[config.mk]
export PLATFORM = sky130hd
export DESIGN_NAME = wb_stage
export DESIGN_NICKNAME = d
export VERILOG_FILES = /design/src/rtl/wb_stage.sv
export SDC_FILE = /design/constraint.sdc
export NUM_CORES = 1
export LEC_CHECK = 0
export BUFFER_PORTS_ARGS = -buffer_cell sky130_fd_sc_hd__buf_2
export CELL_PAD_IN_SITES_DETAIL_PLACEMENT = 0
export CELL_PAD_IN_SITES_GLOBAL_PLACEMENT = 1
export CORE_ASPECT_RATIO = 2
export CORE_MARGIN = 4
export CORE_UTILIZATION = 39
export CTS_CLUSTER_SIZE = 10
export DETAILED_ROUTE_END_ITERATION = 12
export HOLD_SLACK_MARGIN = 0.06
export PLACE_DENSITY = 0.9
export SYNTH_ARGS = -nofsm -noshare
export SYNTH_HDL_FRONTEND = slang
export SYNTH_SLANG_ARGS = --single-unit
export TNS_END_PERCENT = 100
[constraint.sdc]
create_clock -name clk -period 2.45 [get_ports clk]
set_input_delay 0.3675 -clock clk [delete_from_list [all_inputs] [get_ports clk]]
set_output_delay 0.3675 -clock clk [all_outputs]
set_load 0.03 [all_outputs]
[src/rtl/wb_stage.sv]
// Write-back stage: MEM/WB register, load-data select, register-file write port, forwarding tap, retired count.
// Define WB_LOAD_EXT_EN to build byte/half sign/zero extension of load data from funct3 and the address offset.
module wb_stage #(
  parameter int RET_CNT_W = 64
) (
  input  logic                 clk,
  input  logic                 rst_n,
  input  logic                 ms_valid,
  input  logic [31:0]          ms_mem_out,
  input  logic [31:0]          ms_alu_result,
  input  logic [4:0]           ms_rd,
  input  logic [5:0]           ms_ctrl,
  input  logic [2:0]           ms_funct3,
  input  logic                 wb_stall,
  input  logic                 wb_flush,
  output logic                 rf_we,
  output logic [4:0]           rf_waddr,
  output logic [31:0]          rf_wdata,
  output logic                 wb_valid,
  output logic [4:0]           wb_fwd_rd,
  output logic [31:0]          wb_fwd_data,
  output logic [RET_CNT_W-1:0] wb_instret
);

  // Only reg_write and mem_to_reg are consumed at write-back.
  logic                 valid_q, valid_d;
  logic [4:0]           rd_q, rd_d;
  logic                 reg_write_q, reg_write_d;
  logic                 mem_to_reg_q, mem_to_reg_d;
  logic [31:0]          alu_q, alu_d;
  logic [31:0]          mem_q, mem_d;
  logic [RET_CNT_W-1:0] instret_q, instret_d;
  logic [31:0]          load_data;
  logic                 capture;

  assign capture = ~wb_stall;

  always_comb begin
    valid_d      = valid_q;
    rd_d         = rd_q;
    reg_write_d  = reg_write_q;
    mem_to_reg_d = mem_to_reg_q;
    alu_d        = alu_q;
    mem_d        = mem_q;
    instret_d    = instret_q;
    if (capture) begin
      rd_d         = ms_rd;
      reg_write_d  = ms_ctrl[5];
      mem_to_reg_d = ms_ctrl[1];
      alu_d        = ms_alu_result;
      mem_d        = ms_mem_out;
    end
    // Flush kills the entering instruction even when stalled; data regs still follow the stall.
    if (wb_flush) begin
      valid_d = 1'b0;
    end else if (capture) begin
      valid_d = ms_valid;
      if (ms_valid) instret_d = instret_q + {{(RET_CNT_W-1){1'b0}}, 1'b1};
    end
  end

  always_ff @(posedge clk or negedge rst_n) begin
    if (!rst_n) begin
      valid_q      <= 1'b0;
      rd_q         <= '0;
      reg_write_q  <= 1'b0;
      mem_to_reg_q <= 1'b0;
      alu_q        <= '0;
      mem_q        <= '0;
      instret_q    <= '0;
    end else begin
      valid_q      <= valid_d;
      rd_q         <= rd_d;
      reg_write_q  <= reg_write_d;
      mem_to_reg_q <= mem_to_reg_d;
      alu_q        <= alu_d;
      mem_q        <= mem_d;
      instret_q    <= instret_d;
    end
  end

`ifdef WB_LOAD_EXT_EN
  logic [2:0]  funct3_q, funct3_d;
  logic [7:0]  ld_byte;
  logic [15:0] ld_half;

  assign funct3_d = capture ? ms_funct3 : funct3_q;

  always_ff @(posedge clk or negedge rst_n) begin
    if (!rst_n) funct3_q <= '0;
    else        funct3_q <= funct3_d;
  end

  always_comb begin
    ld_byte = mem_q[7:0];
    case (alu_q[1:0])
      2'd1:    ld_byte = mem_q[15:8];
      2'd2:    ld_byte = mem_q[23:16];
      2'd3:    ld_byte = mem_q[31:24];
      default: ld_byte = mem_q[7:0];
    endcase
    ld_half = alu_q[1] ? mem_q[31:16] : mem_q[15:0];
    case (funct3_q)
      3'b000:  load_data = {{24{ld_byte[7]}}, ld_byte};
      3'b001:  load_data = {{16{ld_half[15]}}, ld_half};
      3'b100:  load_data = {24'd0, ld_byte};
      3'b101:  load_data = {16'd0, ld_half};
      default: load_data = mem_q;
    endcase
  end

  logic unused_ctrl;
  assign unused_ctrl = ^{ms_ctrl[4:2], ms_ctrl[0]};
`else
  assign load_data = mem_q;

  logic unused_ctrl;
  assign unused_ctrl = ^{ms_ctrl[4:2], ms_ctrl[0], ms_funct3};
`endif

  assign rf_we       = valid_q & reg_write_q & (rd_q != 5'd0);
  assign rf_waddr    = rd_q;
  assign rf_wdata    = mem_to_reg_q ? load_data : alu_q;
  assign wb_valid    = valid_q;
  assign wb_fwd_rd   = rf_we ? rd_q : 5'd0;
  assign wb_fwd_data = rf_wdata;
  assign wb_instret  = instret_q;

endmodule

==> flow_summary_export.csv <==
group,metric,value,unit
placed_design,dpl.cell_count,891,
synth,ys_seq_area_frac,0.5394,
worst_setup_path,required,2080,ps
placed_design,port_buffers,215,
synth,synthDistinctLibCells,31,
power_and_ir_drop,vdd_ir_drop_max,0.0004239,V
worst_setup_path,ff2ff_path_depth,6,
clocking,clock-root-buffer,"clkbuf_16",
timing,finalSetupViolations,0,
finish,regArea,3403,um^2
finish,fin_cells,924,
die,start_util,0.3979,
die,die_area,18400,um^2
clocking,cts.clk_slew.worst_paths,50,ps
synth,yosysMostFrequentCell,"dfrtp_1",
global_route,grt_pass1_wl,24.50,mm
worst_setup_path,worstPathArrival,1770,ps
synth,synth.area.top_cells,"dfrtp_1, mux2_2, xnor2_1",
clocking,cts_buffer_depth,2,
worst_setup_path,setup.worst_path.class,"flop to output pin",
min_path,holdPathStages,2,
worst_setup_path,rrSetupSlack,390,ps
drt,drc,0,
synth,synth.net_count,585,
power_and_ir_drop,total_leakage_power,4.017,nW
die,fp.dieH,187.9,um
finish,num_antenna_cells,0,
min_path,min_to,"wb_valid",
min_path,hp-start,"wb_flush",
clocking,cts_resized,0,
worst_setup_path,cp_num_buf_inv,2,
synth,syn_avg_cell_area,12.59,um^2
drt,routedWlPerCell,16.33,um
synth,synth_seq_cells,136,
synth,synth-edff-count,0,
drt,drtPass1Iterations,4,
clocking,clock_sinks,136,
timing,hold_violations,0,
die,core,15860,um^2
timing,slew_headroom,0.3961,
power_and_ir_drop,power.total,6.387,mW
clocking,cts_tree,"done",
synth,synth_top_cell_area_share,0.5394,
timing,worst_hold_slack,145.3,ps
job,max-cap-violations,0,
drt,vias_per_cell,4.905,
finish,layout-drive-gt1-share,0.5297,
synth,synth_flop_cell,"dfrtp_1",
placed_design,hpwlAfterDp,11.52,mm
synth,yosys_warnings,0,
synth,synthCells,501,
worst_setup_path,cpLargestDelayFamily,"buffers and inverters",
worst_setup_path,end_kind,"output pin",
global_route,grt_max_degree,74,
worst_setup_path,worstReg2RegStart,"wb_instret[0]",
power_and_ir_drop,powerDensity,782.2,nW/um^2
finish,area_growth_syn_to_layout,29.41,%
synth,ys_top_cells_by_count,"dfrtp_1, mux2_2, xnor2_1",
timing,fin_crit_sh,0.8721,
worst_setup_path,path_max_fanout,32,
min_path,hold_path_class,"primary input to flop",
timing,finalMaxSlewViolations,0,
global_route,antenna_found_initial,0,
worst_setup_path,start_kind,"flop",
worst_setup_path,worst_path_max_delay_cell,"mux2_2",
timing,period_needed,2137,ps
clocking,clkLatencyLatePin,410,ps
drt,detail_route.wirelength,15.09,mm
timing,finClkSkew,7.434,ps
worst_setup_path,max_stage_delay,420,ps
outcome,status,"completed",
global_route,grt_usage,0.1673,
timing,tns,0,ps
finish,nets,794,
die,core.rowCount,65,
global_route,grt_pass1_vias,4896,
global_route,grt_remaining_overflow,0,
synth,syn-cell-area,6310,um^2
finish,multi_input_area,2592,um^2
finish,n_fill_cell,1450,
timing,rsz0062_at_grt,"no",
worst_setup_path,crit_chain,"buf_4 -> mux2_2 -> buf_2",
drt,via_count,4532,
synth,yosysTopAreaCell,"dfrtp_1",
timing,tightest_slew,905.9,ps
synth,synthArstFlopShare,1.000,
placed_design,gp_congestion,0.7947,
drt,drtIter0Drc,73,
worst_setup_path,r2r-end,"wb_instret[54]",
timing,max_freq,0.4680,GHz
drt,ant_nets,0,
die,die_x,97.94,um
die,num_io_pins,223,
clocking,numCtsBuffers,17,
clocking,h-tree-depth,4,
==> cells by family after synthesis <==
family | Yosys count | share of synthesized area
compound gates | 1 | 0.0007924
simple gates | 147 | 0.1329
fa+ha+maj | 1 | 0.001983
buf+inv | 49 | 0.04977
flops | 136 | 0.5394
mux | 104 | 0.1854
xor+xnor | 63 | 0.08983
==> registers in the layout, indices dropped and copies added, names as in the netlist <==
| name | cells |
|---|---|
| mem_to_reg_q | 1 |
| reg_write_q | 1 |
| wb_valid | 1 |
| alu_q | 32 |
| load_data | 32 |
| rf_waddr | 5 |
| wb_instret | 64 |
==> worst max path at each step <==
stage	startpoint	depth (start not counted)	slack, ps	endpoint
after floorplan	wb_instret[31]	5	170	wb_instret[61]
after global routing	wb_instret[0]	6	180	wb_instret[54]
final	mem_to_reg_q	3	310	rf_wdata[23]
after global placement	wb_flush	6	70	wb_instret[61]
after CTS	mem_to_reg_q	3	280	rf_wdata[23]
after detailed placement	wb_flush	6	50	wb_instret[61]
==> cells in the final DEF (no fill, tap or decap), drive strengths merged <==
cell and instances:
buf 236, dfrtp 136, mux2 103, xnor2 44, nand2 32, nand3 30, nand4 20, nor2 19
xor2 19, clkbuf 19, nor3 12, and3 10, nor4 9, and4 7, clkinv 6, bufinv 5
or4 2, or2 2, inv 2, clkinvlp 2, and2 2, a21oi 1, or3b 1, nor3b 1
mux2i 1, ha 1, dlygate4sd3 1
==> report_power, final <==
part | switching, mW | internal (mW)
clock network | 0.937 | 1.80
registers | 0.121 | 2.40
logic | 0.719 | 0.408
total | 1.78 | 4.61
==> stage by stage <==
stage	setup slack [ps]	instance area, um^2	utilization
floorplan	166.5	6310	-
global placement	70.43	7520	0.4742
detailed placement	45.24	7520	0.4742
CTS	275.6	8165	0.5149
global route	183.5	8165	0.5149
finish	313.3	8165	0.5149
==> area by class of cell <==
class	count	share of cell area
clock buffers	19	0.05302
clock inverters	13	0.02482
inverters	2	0.0009194
well taps	201	0.03080
repair buffers	237	0.1561
flip-flops and latches	136	0.4168
multi-input cells	316	0.3175
==> timing repair <==
action                    in CTS  in global routing
hold endpoints to repair      14                  0
buffers inserted               0                  0
hold buffers                   1                  0
==> routing by layer <==
layer,GRT usage,wire length (um),up-vias
met5,0,0,-
met3,0.04654,860,22
met2,0.3065,8249,162
li1,-,-,2131
met4,0.07413,365,0
met1,0.1745,5616,2217
Note: power is estimated with default switching activity, not from simulation.
